<file path="config.mk">
export PLATFORM = sky130hd
export DESIGN_NAME = bpsk_cyc_demod
export DESIGN_NICKNAME = d
export VERILOG_FILES = /design/src/rtl/pucch_bpsk_pkg.sv /design/src/rtl/bpsk_cyc_demod_phase_metric.sv /design/src/rtl/bpsk_cyc_demod.sv
export SDC_FILE = /design/constraint.sdc
export NUM_CORES = 1
export LEC_CHECK = 0
export CORE_MARGIN = 2
export CORE_UTILIZATION = 60
export CTS_BUF_LIST = sky130_fd_sc_hd__clkbuf_4 sky130_fd_sc_hd__clkbuf_8
export DETAILED_ROUTE_END_ITERATION = 8
export PLACE_DENSITY_LB_ADDON = 0.2
export SLEW_MARGIN = 20
export SYNTH_ARGS = -nofsm -noshare
export SYNTH_HDL_FRONTEND = slang
export SYNTH_HIERARCHICAL = 1
export SYNTH_SLANG_ARGS = --single-unit
</file>
<file path="constraint.sdc">
create_clock -name i_clk -period 2.5 [get_ports i_clk]
set_input_delay 0.375 -clock i_clk [delete_from_list [all_inputs] [get_ports i_clk]]
set_output_delay 0.375 -clock i_clk [all_outputs]
set_load 0.005 [all_outputs]
</file>
<file path="src/rtl/pucch_bpsk_pkg.sv">
// Shared PUCCH BPSK definitions: constellation points on the cyclic phase
// grid (also used by the transmit mapper), circular distance, metric width
// helper and the demodulator state enum.
package pucch_bpsk_pkg;

    typedef enum logic {
        ACC  = 1'b0,
        DONE = 1'b1
    } state_t;

    // Phase index carrying bit 0.
    function automatic int unsigned bpsk_p0(input int unsigned cyc_div);
        return cyc_div / 4 - cyc_div / 8;
    endfunction

    // Phase index carrying bit 1.
    function automatic int unsigned bpsk_p1(input int unsigned cyc_div);
        return (3 * cyc_div) / 4 - cyc_div / 8;
    endfunction

    // Shortest distance between two points on a ring of cyc_div positions.
    // Both x and p are expected to lie in 0..cyc_div-1.
    function automatic int unsigned circ_dist(input int unsigned x,
                                              input int unsigned p,
                                              input int unsigned cyc_div);
        int unsigned diff;
        diff = (x > p) ? (x - p) : (p - x);
        return (diff <= cyc_div - diff) ? diff : (cyc_div - diff);
    endfunction

    // Signed width able to hold +/- cyc_div/2.
    function automatic int unsigned metric_width(input int unsigned cyc_div);
        return $clog2(cyc_div / 2 + 1) + 1;
    endfunction

endpackage

</file>
<file path="src/rtl/bpsk_cyc_demod_phase_metric.sv">
// bpsk_phase_metric: combinational per-symbol soft metric.
//   i_cyc_part  : received phase index
//   o_metric    : d(x,P1) - d(x,P0), positive favours bit 0; zero when out of range
//   o_range_err : index is >= CYC_DIV
module bpsk_phase_metric
    import pucch_bpsk_pkg::*;
#(
    parameter int unsigned CYC_DIV = 24,
    parameter int unsigned M_W     = metric_width(24)
) (
    input  logic [4:0]            i_cyc_part,
    output logic signed [M_W-1:0] o_metric,
    output logic                  o_range_err
);

    localparam int unsigned P0 = bpsk_p0(CYC_DIV);
    localparam int unsigned P1 = bpsk_p1(CYC_DIV);

    logic [31:0] w_d0;
    logic [31:0] w_d1;

    always_comb begin
        o_range_err = ({27'd0, i_cyc_part} >= CYC_DIV);
        w_d0        = circ_dist({27'd0, i_cyc_part}, P0, CYC_DIV);
        w_d1        = circ_dist({27'd0, i_cyc_part}, P1, CYC_DIV);
        // Two's-complement difference truncated to the metric width; the
        // true value is bounded by +/- CYC_DIV/2 so no information is lost.
        o_metric    = o_range_err ? '0 : M_W'(w_d1 - w_d0);
    end

endmodule

</file>
<file path="src/rtl/bpsk_cyc_demod.sv">
// bpsk_cyc_demod: BPSK demapper combining N_SYM cyclic phase indices into one
// signed soft metric and a hard bit decision per block.
//   i_clk, i_rst     : clock, asynchronous active-high reset
//   i_flush          : synchronous block abort (priority over all else)
//   i_valid/o_ready  : phase input handshake, i_cyc_part = phase index
//   o_valid/i_ready  : decision output handshake
//   o_bit            : hard decision (sum<0 -> 1)
//   o_sum            : signed combined metric
//   o_erasure        : combined metric was exactly zero
//   o_range_err      : some index in the block was >= CYC_DIV
module bpsk_cyc_demod
    import pucch_bpsk_pkg::*;
#(
    parameter int unsigned CYC_DIV = 24,
    parameter int unsigned N_SYM   = 7,
    parameter int unsigned ACC_W   = 8
) (
    input  logic             i_clk,
    input  logic             i_rst,
    input  logic             i_flush,
    input  logic             i_valid,
    input  logic [4:0]       i_cyc_part,
    output logic             o_ready,
    output logic             o_valid,
    input  logic             i_ready,
    output logic             o_bit,
    output logic [ACC_W-1:0] o_sum,
    output logic             o_erasure,
    output logic             o_range_err
);

    localparam int unsigned M_W   = metric_width(CYC_DIV);
    localparam int unsigned CNT_W = $clog2(N_SYM + 1);

    state_t r_state;
    state_t w_state_nxt;

    logic signed [M_W-1:0]   w_metric;
    logic                    w_sym_rerr;
    logic signed [ACC_W-1:0] w_acc_add;
    logic                    w_accept;
    logic                    w_release;
    logic                    w_last;

    logic signed [ACC_W-1:0] r_acc;
    logic [CNT_W-1:0]        r_cnt;
    logic                    r_rerr_sticky;
    logic                    r_bit;
    logic signed [ACC_W-1:0] r_sum;
    logic                    r_erasure;
    logic                    r_range_err;

    bpsk_phase_metric #(
        .CYC_DIV (CYC_DIV),
        .M_W     (M_W)
    ) u_metric (
        .i_cyc_part  (i_cyc_part),
        .o_metric    (w_metric),
        .o_range_err (w_sym_rerr)
    );

    // Signed size cast sign-extends the metric to the accumulator width.
    assign w_acc_add = r_acc + ACC_W'(w_metric);
    assign w_last    = (r_cnt == CNT_W'(N_SYM - 1));

    always_ff @(posedge i_clk or posedge i_rst) begin
        if (i_rst) begin
            r_state <= ACC;
        end else begin
            r_state <= w_state_nxt;
        end
    end

    always_comb begin
        w_state_nxt = r_state;
        o_ready     = 1'b0;
        o_valid     = 1'b0;
        w_accept    = 1'b0;
        w_release   = 1'b0;
        case (r_state)
            ACC: begin
                o_ready  = 1'b1;
                w_accept = i_valid && !i_flush;
                if (w_accept && w_last) begin
                    w_state_nxt = DONE;
                end
            end
            DONE: begin
                o_valid   = 1'b1;
                w_release = i_ready && !i_flush;
                if (w_release) begin
                    w_state_nxt = ACC;
                end
            end
        endcase
        if (i_flush) begin
            w_state_nxt = ACC;
        end
    end

    always_ff @(posedge i_clk or posedge i_rst) begin
        if (i_rst) begin
            r_acc         <= '0;
            r_cnt         <= '0;
            r_rerr_sticky <= 1'b0;
            r_bit         <= 1'b0;
            r_sum         <= '0;
            r_erasure     <= 1'b0;
            r_range_err   <= 1'b0;
        end else if (i_flush) begin
            r_acc         <= '0;
            r_cnt         <= '0;
            r_rerr_sticky <= 1'b0;
            r_erasure     <= 1'b0;
            r_range_err   <= 1'b0;
        end else if (w_accept) begin
            r_acc         <= w_acc_add;
            r_cnt         <= r_cnt + 1'b1;
            r_rerr_sticky <= r_rerr_sticky | w_sym_rerr;
            if (w_last) begin
                // Decision is taken from the sum including this final symbol.
                r_sum       <= w_acc_add;
                r_bit       <= w_acc_add[ACC_W-1];
                r_erasure   <= (w_acc_add == '0);
                r_range_err <= r_rerr_sticky | w_sym_rerr;
            end
        end else if (w_release) begin
            r_acc         <= '0;
            r_cnt         <= '0;
            r_rerr_sticky <= 1'b0;
        end
    end

    assign o_bit       = r_bit;
    assign o_sum       = r_sum;
    assign o_erasure   = r_erasure;
    assign o_range_err = r_range_err;

endmodule

</file>
==> summary.txt, run 1 <==
Status
  – Status: aborted with a tool error
  – Failing step: 5_1_grt
  – Log Error: [ERROR GRT-0232] Routing congestion too high. Check the congestion heatmap in the GUI.

Place
  – Pre-CTS setup slack: -4460 ps
  – PortBufs: 22
  – Placed instance count: 512
  – HPWL Detailed: 6390 um
  – RD Place Congestion: 0.8982

Logic synthesis
  – Total of warnings raised by yosys: 6
  – Area leader, netlist: dfrtp_1
  – Mean Syn Cell Area: 8.788 um^2
  – EDFF count, synth: 0
  – Primary FF master, synth: dfrtp_1
  – Distinct cells, synth: 80
  – Synth Instances: 337
  – Fraction of synthesis flops using an asynchronous set or reset pin: 1.000
  – Syn_nets: 393
  – FF+latch count, synth: 23
  – Synthesized area: 2962 um^2
  – Seq/Total Area, Yosys: 0.1943
  – Share of the synthesized area in the top cell type: 0.1943
  – Synth area leaders: dfrtp_1 19%, ha_1 19%, mux2_2 4.2%

Timing
  – Crit. endpoint post-GRT repair: o_erasure$_DFFE_PP0P_/D
  – Worst EP Category: register input

Die
  – IO Pins: 23
  – Initial core utilization: 0.6229
  – Die W: 74.26 um
  – Die Ht: 74.26 um
  – # rows: 25

Clock network
  – Cts hold-fix bufs: 0
  – H-tree Lvls: 1
  – CTS max path bufs: 2
  – CTS Buf Count: 3
  – Root buffer cell: clkbuf_8
  – Clk sink count: 23

Global route
  – Total gr overflow: 302
  – GRT Total Usage: 0.8905
  – Largest net degree at the start of global routing: 24
## metrics by stage
step / TNS, ps / area (um^2)
floorplan: -43960 / 3201
global placement: -56620 / 4154
detailed placement: -59160 / 4154
CTS: -43450 / 4532
## synthesized netlist by cell type, types with 2 or more instances
cell type,count
a31oi_1,2
nand3b_1,3
nand3_1,9
dfrtp_1,23
o21ai_0,16
nor3_1,4
or3_1,2
mux2i_1,6
clkbuf_1,2
nor3b_1,2
inv_2,2
a21oi_2,2
inv_1,32
xnor2_1,9
nand2b_1,2
nand2_1,25
xor2_1,4
ha_1,44
o31ai_1,3
buf_4,2
a211oi_1,2
a21oi_1,14
a41oi_1,3
buf_2,4
or4_1,4
nor2b_1,8
mux2_2,11
nand4_1,4
fa_1,2
o22ai_1,2
buf_6,3
a22o_1,6
a21o_1,4
and2_1,3
nor2_1,26
a2111oi_0,2
o2111ai_1,2
## logic make-up after synthesis
family                     synth area share
buffers and inverters               0.06887
muxes                               0.06591
and+or+nand+nor                      0.2129
adders and majority gates            0.1994
DFF                                  0.1943
AOI/OAI and AO/OA                    0.2125
xor gates and xnor gates            0.04605
## layer usage
layer | overflow | track usage
met5 | 0 | 0.1111
met4 | 78 | 1.050
met1 | 4 | 0.8352
met2 | 217 | 1.169
met3 | 3 | 0.6043
## repair_timing
action	in CTS
gates resized for setup	77
setup endpoints to repair	15
setup buffers	12
pin swaps	39
==> inputs of run 2 (changes only) <==
--- a/config.mk
+++ b/config.mk
@@ -6,10 +6,9 @@
 export NUM_CORES = 1
 export LEC_CHECK = 0
 export CORE_MARGIN = 2
-export CORE_UTILIZATION = 60
-export CTS_BUF_LIST = sky130_fd_sc_hd__clkbuf_4 sky130_fd_sc_hd__clkbuf_8
+export CORE_UTILIZATION = 40
 export DETAILED_ROUTE_END_ITERATION = 8
-export PLACE_DENSITY_LB_ADDON = 0.2
+export PLACE_DENSITY_LB_ADDON = 0.15
 export SLEW_MARGIN = 20
 export SYNTH_ARGS = -nofsm -noshare
 export SYNTH_HDL_FRONTEND = slang
==> summary.txt, run 2 <==
Status
  – Status: finished with violations
  – Failing checks: setup timing

Power and ir drop
  – Psw: 0.001151 W
  – Switching Share: 0.3981
  – P_int: 0.001740 W
  – Proportion of power drawn by combinational gates: 0.760
  – Maximum VDD drop: 0.5181 mV
  – Clock Power Share: 0.076
  – Sequential Power Share: 0.164
  – Leak pwr: 2.155 nW
  – Cell area power density: 622.8 nW/um^2

Logic synthesis
  – Total of warnings raised by yosys: 6
  – Synth area leaders: dfrtp_1 19%, ha_1 19%, mux2_2 4.2%
  – Synth Instances: 337
  – Primary FF master, synth: dfrtp_1
  – Mean Syn Cell Area: 8.788 um^2
  – Most common cell in the netlist: ha_1
  – Dominant combinational cell family by area after synthesis: simple AND/OR/NAND/NOR gates
  – Area leader, netlist: dfrtp_1
  – EDFF count, synth: 0
  – Post-Synth XOR/XNOR Area: 0.04605
  – Synthesized area: 2962 um^2
  – Synth Area in Simple Gates: 0.2129
  – Syn_nets: 393
  – Synthesized-area fraction occupied by adder cells: 0.1994
  – Distinct cells, synth: 80
  – Post-synthesis mux area share: 0.06591
  – Fraction of synthesis flops using an asynchronous set or reset pin: 1.000
  – Compound-Gate Fraction of Synth Area: 0.2125
  – Synth top cells by count: 44 x ha_1, 32 x inv_1, 26 x nor2_1, 25 x nand2_1, 23 x dfrtp_1
  – FF+latch count, synth: 23
  – Seq/Total Area, Yosys: 0.1943
  – Share of the synthesized area in the top cell type: 0.1943

Routing
  – Post-route ant nets: 0
  – Routed wire length: 7811 um
  – Drc violations: 0
  – Vias: 2,898
  – DR vias/cell: 5.166
  – Drt wl/cell: 13.92 um
  – DRT Pass-1 Iters: 4
  – DR iter-0 viols: 76

Timing
  – Crit share post-route: 2.414
  – Final worst slack: -3536 ps
  – Skew final: 3.293 ps
  – Max Slew Vio Count: 0
  – Least-Margin Pin Slew: 599.6 ps
  – F_max: 165.7 MHz
  – Min Tclk post-route: 6036 ps
  – Final setup fails: 15
  – Final Hold Viols: 0
  – Unrepaired setup endpoints after global routing: true
  – Max-slew headroom: 0.5992
  – Final hold slack: 447.5 ps

Clock network
  – Cts hold-fix bufs: 0
  – CTS tree: built
  – CTS Buf Count: 3
  – CTS max path bufs: 2
  – Worst-Skew Late Latency: 250 ps
  – Root buffer cell: clkbuf_8
  – Worst-path clk slew: 80 ps
  – H-tree Lvls: 1
  – Clk sink count: 23

Die
  – IO Pins: 23
  – Die Area: 8108 um^2
  – Die W: 90.05 um
  – Initial core utilization: 0.4105
  – # rows: 31
  – Die Ht: 90.05 um
  – Core ar.: 7214 um^2

Place
  – PortBufs: 22
  – HPWL Detailed: 6082 um
  – RD Place Congestion: 0.8354
  – DP Area: 4204 um^2

Global route
  – Largest net degree at the start of global routing: 24
  – Total gr overflow: 0
  – GRT Total Usage: 0.1931
  – Initial antenna violation count: 0
  – First-pass GRT wire length: 13,460 um
  – Number of global-route vias before repair: 3,016

Layout
  – Most common cell after layout, fill and taps aside: buf_4
  – Diode count: 0
  – Most frequent cells in the layout: 104 x buf_4, 31 x ha_1, 25 x nand2_1, 25 x inv_1, 23 x dfrtp_1
  – Largest Register: r_acc
  – Fin area: 4643 um^2
  – Layout cells sized above 1: 0.4740
  – Final Net Count: 519
  – Area grow syn2layout: 56.78%
  – Max FFs per register: 8

Worst setup path
  – Worst setup EP type: flop
  – Crit path launch: i_cyc_part[1]
  – Worst path most repeated cell: ha_4
  – R2R Setup Slk: 230 ps
  – CP max stage cell: or4_4
  – Reg2reg path depth: 8
  – Worst-path maximum fanout: 7
  – Crit Reg-Reg Startpoint: r_acc[0]$_DFFE_PP0P_
  – CP Launch Type: input port
  – Data arrival, critical path: 6210 ps
  – WP data required: 2670 ps
  – CP peak stage delay: 440 ps
  – Reg-to-Reg End: o_erasure$_DFFE_PP0P_
  – Critical path type: in -> reg

Run
  – Max-cap violation count: 0

Min path
  – Worst Hold Class: in -> async
==> run 2: cells by family (layout without fill, tap and decap cells) <==
kind of cell             count (synthesis)  count (layout)
AND/OR/NAND/NOR                        113             113
XOR/XNOR                                14              14
buffers and inverters                   45             170
flip-flops                              23              23
multiplexers                            18              18
AO/OA/AOI/OAI                           78              78
adder cells (fa/ha/maj)                 46              46
==> run 2: per-layer routing <==
| layer | GRT usage | share of wire |
|---|---|---|
| met1 | 0.2437 | 0.46 |
| met2 | 0.3640 | 0.52 |
| met3 | 0.01090 | 0.013 |
| met4 | 0.03590 | 0.0051 |
| met5 | 0 | 0 |
==> run 2: critical path, delay by kind of cell <==
family / cells / cell delay (ps)
fa+ha+maj: 5 / 1130
buf+inv: 3 / 280
mux: 3 / 780
xor+xnor: 1 / 240
compound gates: 7 / 1180
simple gates: 10 / 2210
==> run 2: worst max path at each step <==
stage                       endpoint  slack [ps]  depth (start not counted)
2_1_floorplan  o_erasure$_DFFE_PP0P_       -3550                         29
3_3_place_gp   o_erasure$_DFFE_PP0P_       -4170                         29
3_5_place_dp   o_erasure$_DFFE_PP0P_       -4310                         29
4_1_cts        o_erasure$_DFFE_PP0P_       -3600                         29
5_1_grt        o_erasure$_DFFE_PP0P_       -3800                         30
6_report       o_erasure$_DFFE_PP0P_       -3540                         29
==> run 2: area by class of cell <==
type,instances,area [um^2]
flip-flops and latches,23,575.6
clock inverters,1,5.005
repair buffers,132,1105
well taps,99,123.9
fillers,620,2571
clock buffers,3,41.29
inverters,34,132.6
multi-input cells,269,2660
==> run 2: per-stage QoR <==
step	utilization	setup WS (ps)	power, W	instances	setup TNS (ps)
final	0.6436	-3536	0.002892	561	-45310
after CTS	0.6249	-3604	0.002811	557	-45770
after global placement	0.5827	-4166	0.002166	542	-55390
after floorplan	-	-3555	0.001559	337	-43960
after detailed placement	0.5827	-4312	0.002199	542	-56810
after global routing	0.6436	-3795	0.003103	561	-48980
==> run 2: power by group through the flow <==
stage	Clock (W)	Sequential, W	Combinational (W)
3_5_place_dp	0	0.000474	0.00173
6_report	0.000220	0.000475	0.00220
4_1_cts	0.000227	0.000471	0.00211
5_1_grt	0.000245	0.000480	0.00238
3_3_place_gp	0	0.000471	0.00169
2_1_floorplan	0	0.000459	0.00110
==> run 2: repair_timing <==
item / in CTS / in global routing
cloned: 0 / 0
pin swaps: 31 / 27
endpoints found under the setup margin: 15 / 15
resized for setup: 56 / 23
hold endpoints to repair: 0 / 0
buffers inserted: 13 / 5
Power figures use the tool's default switching activity.
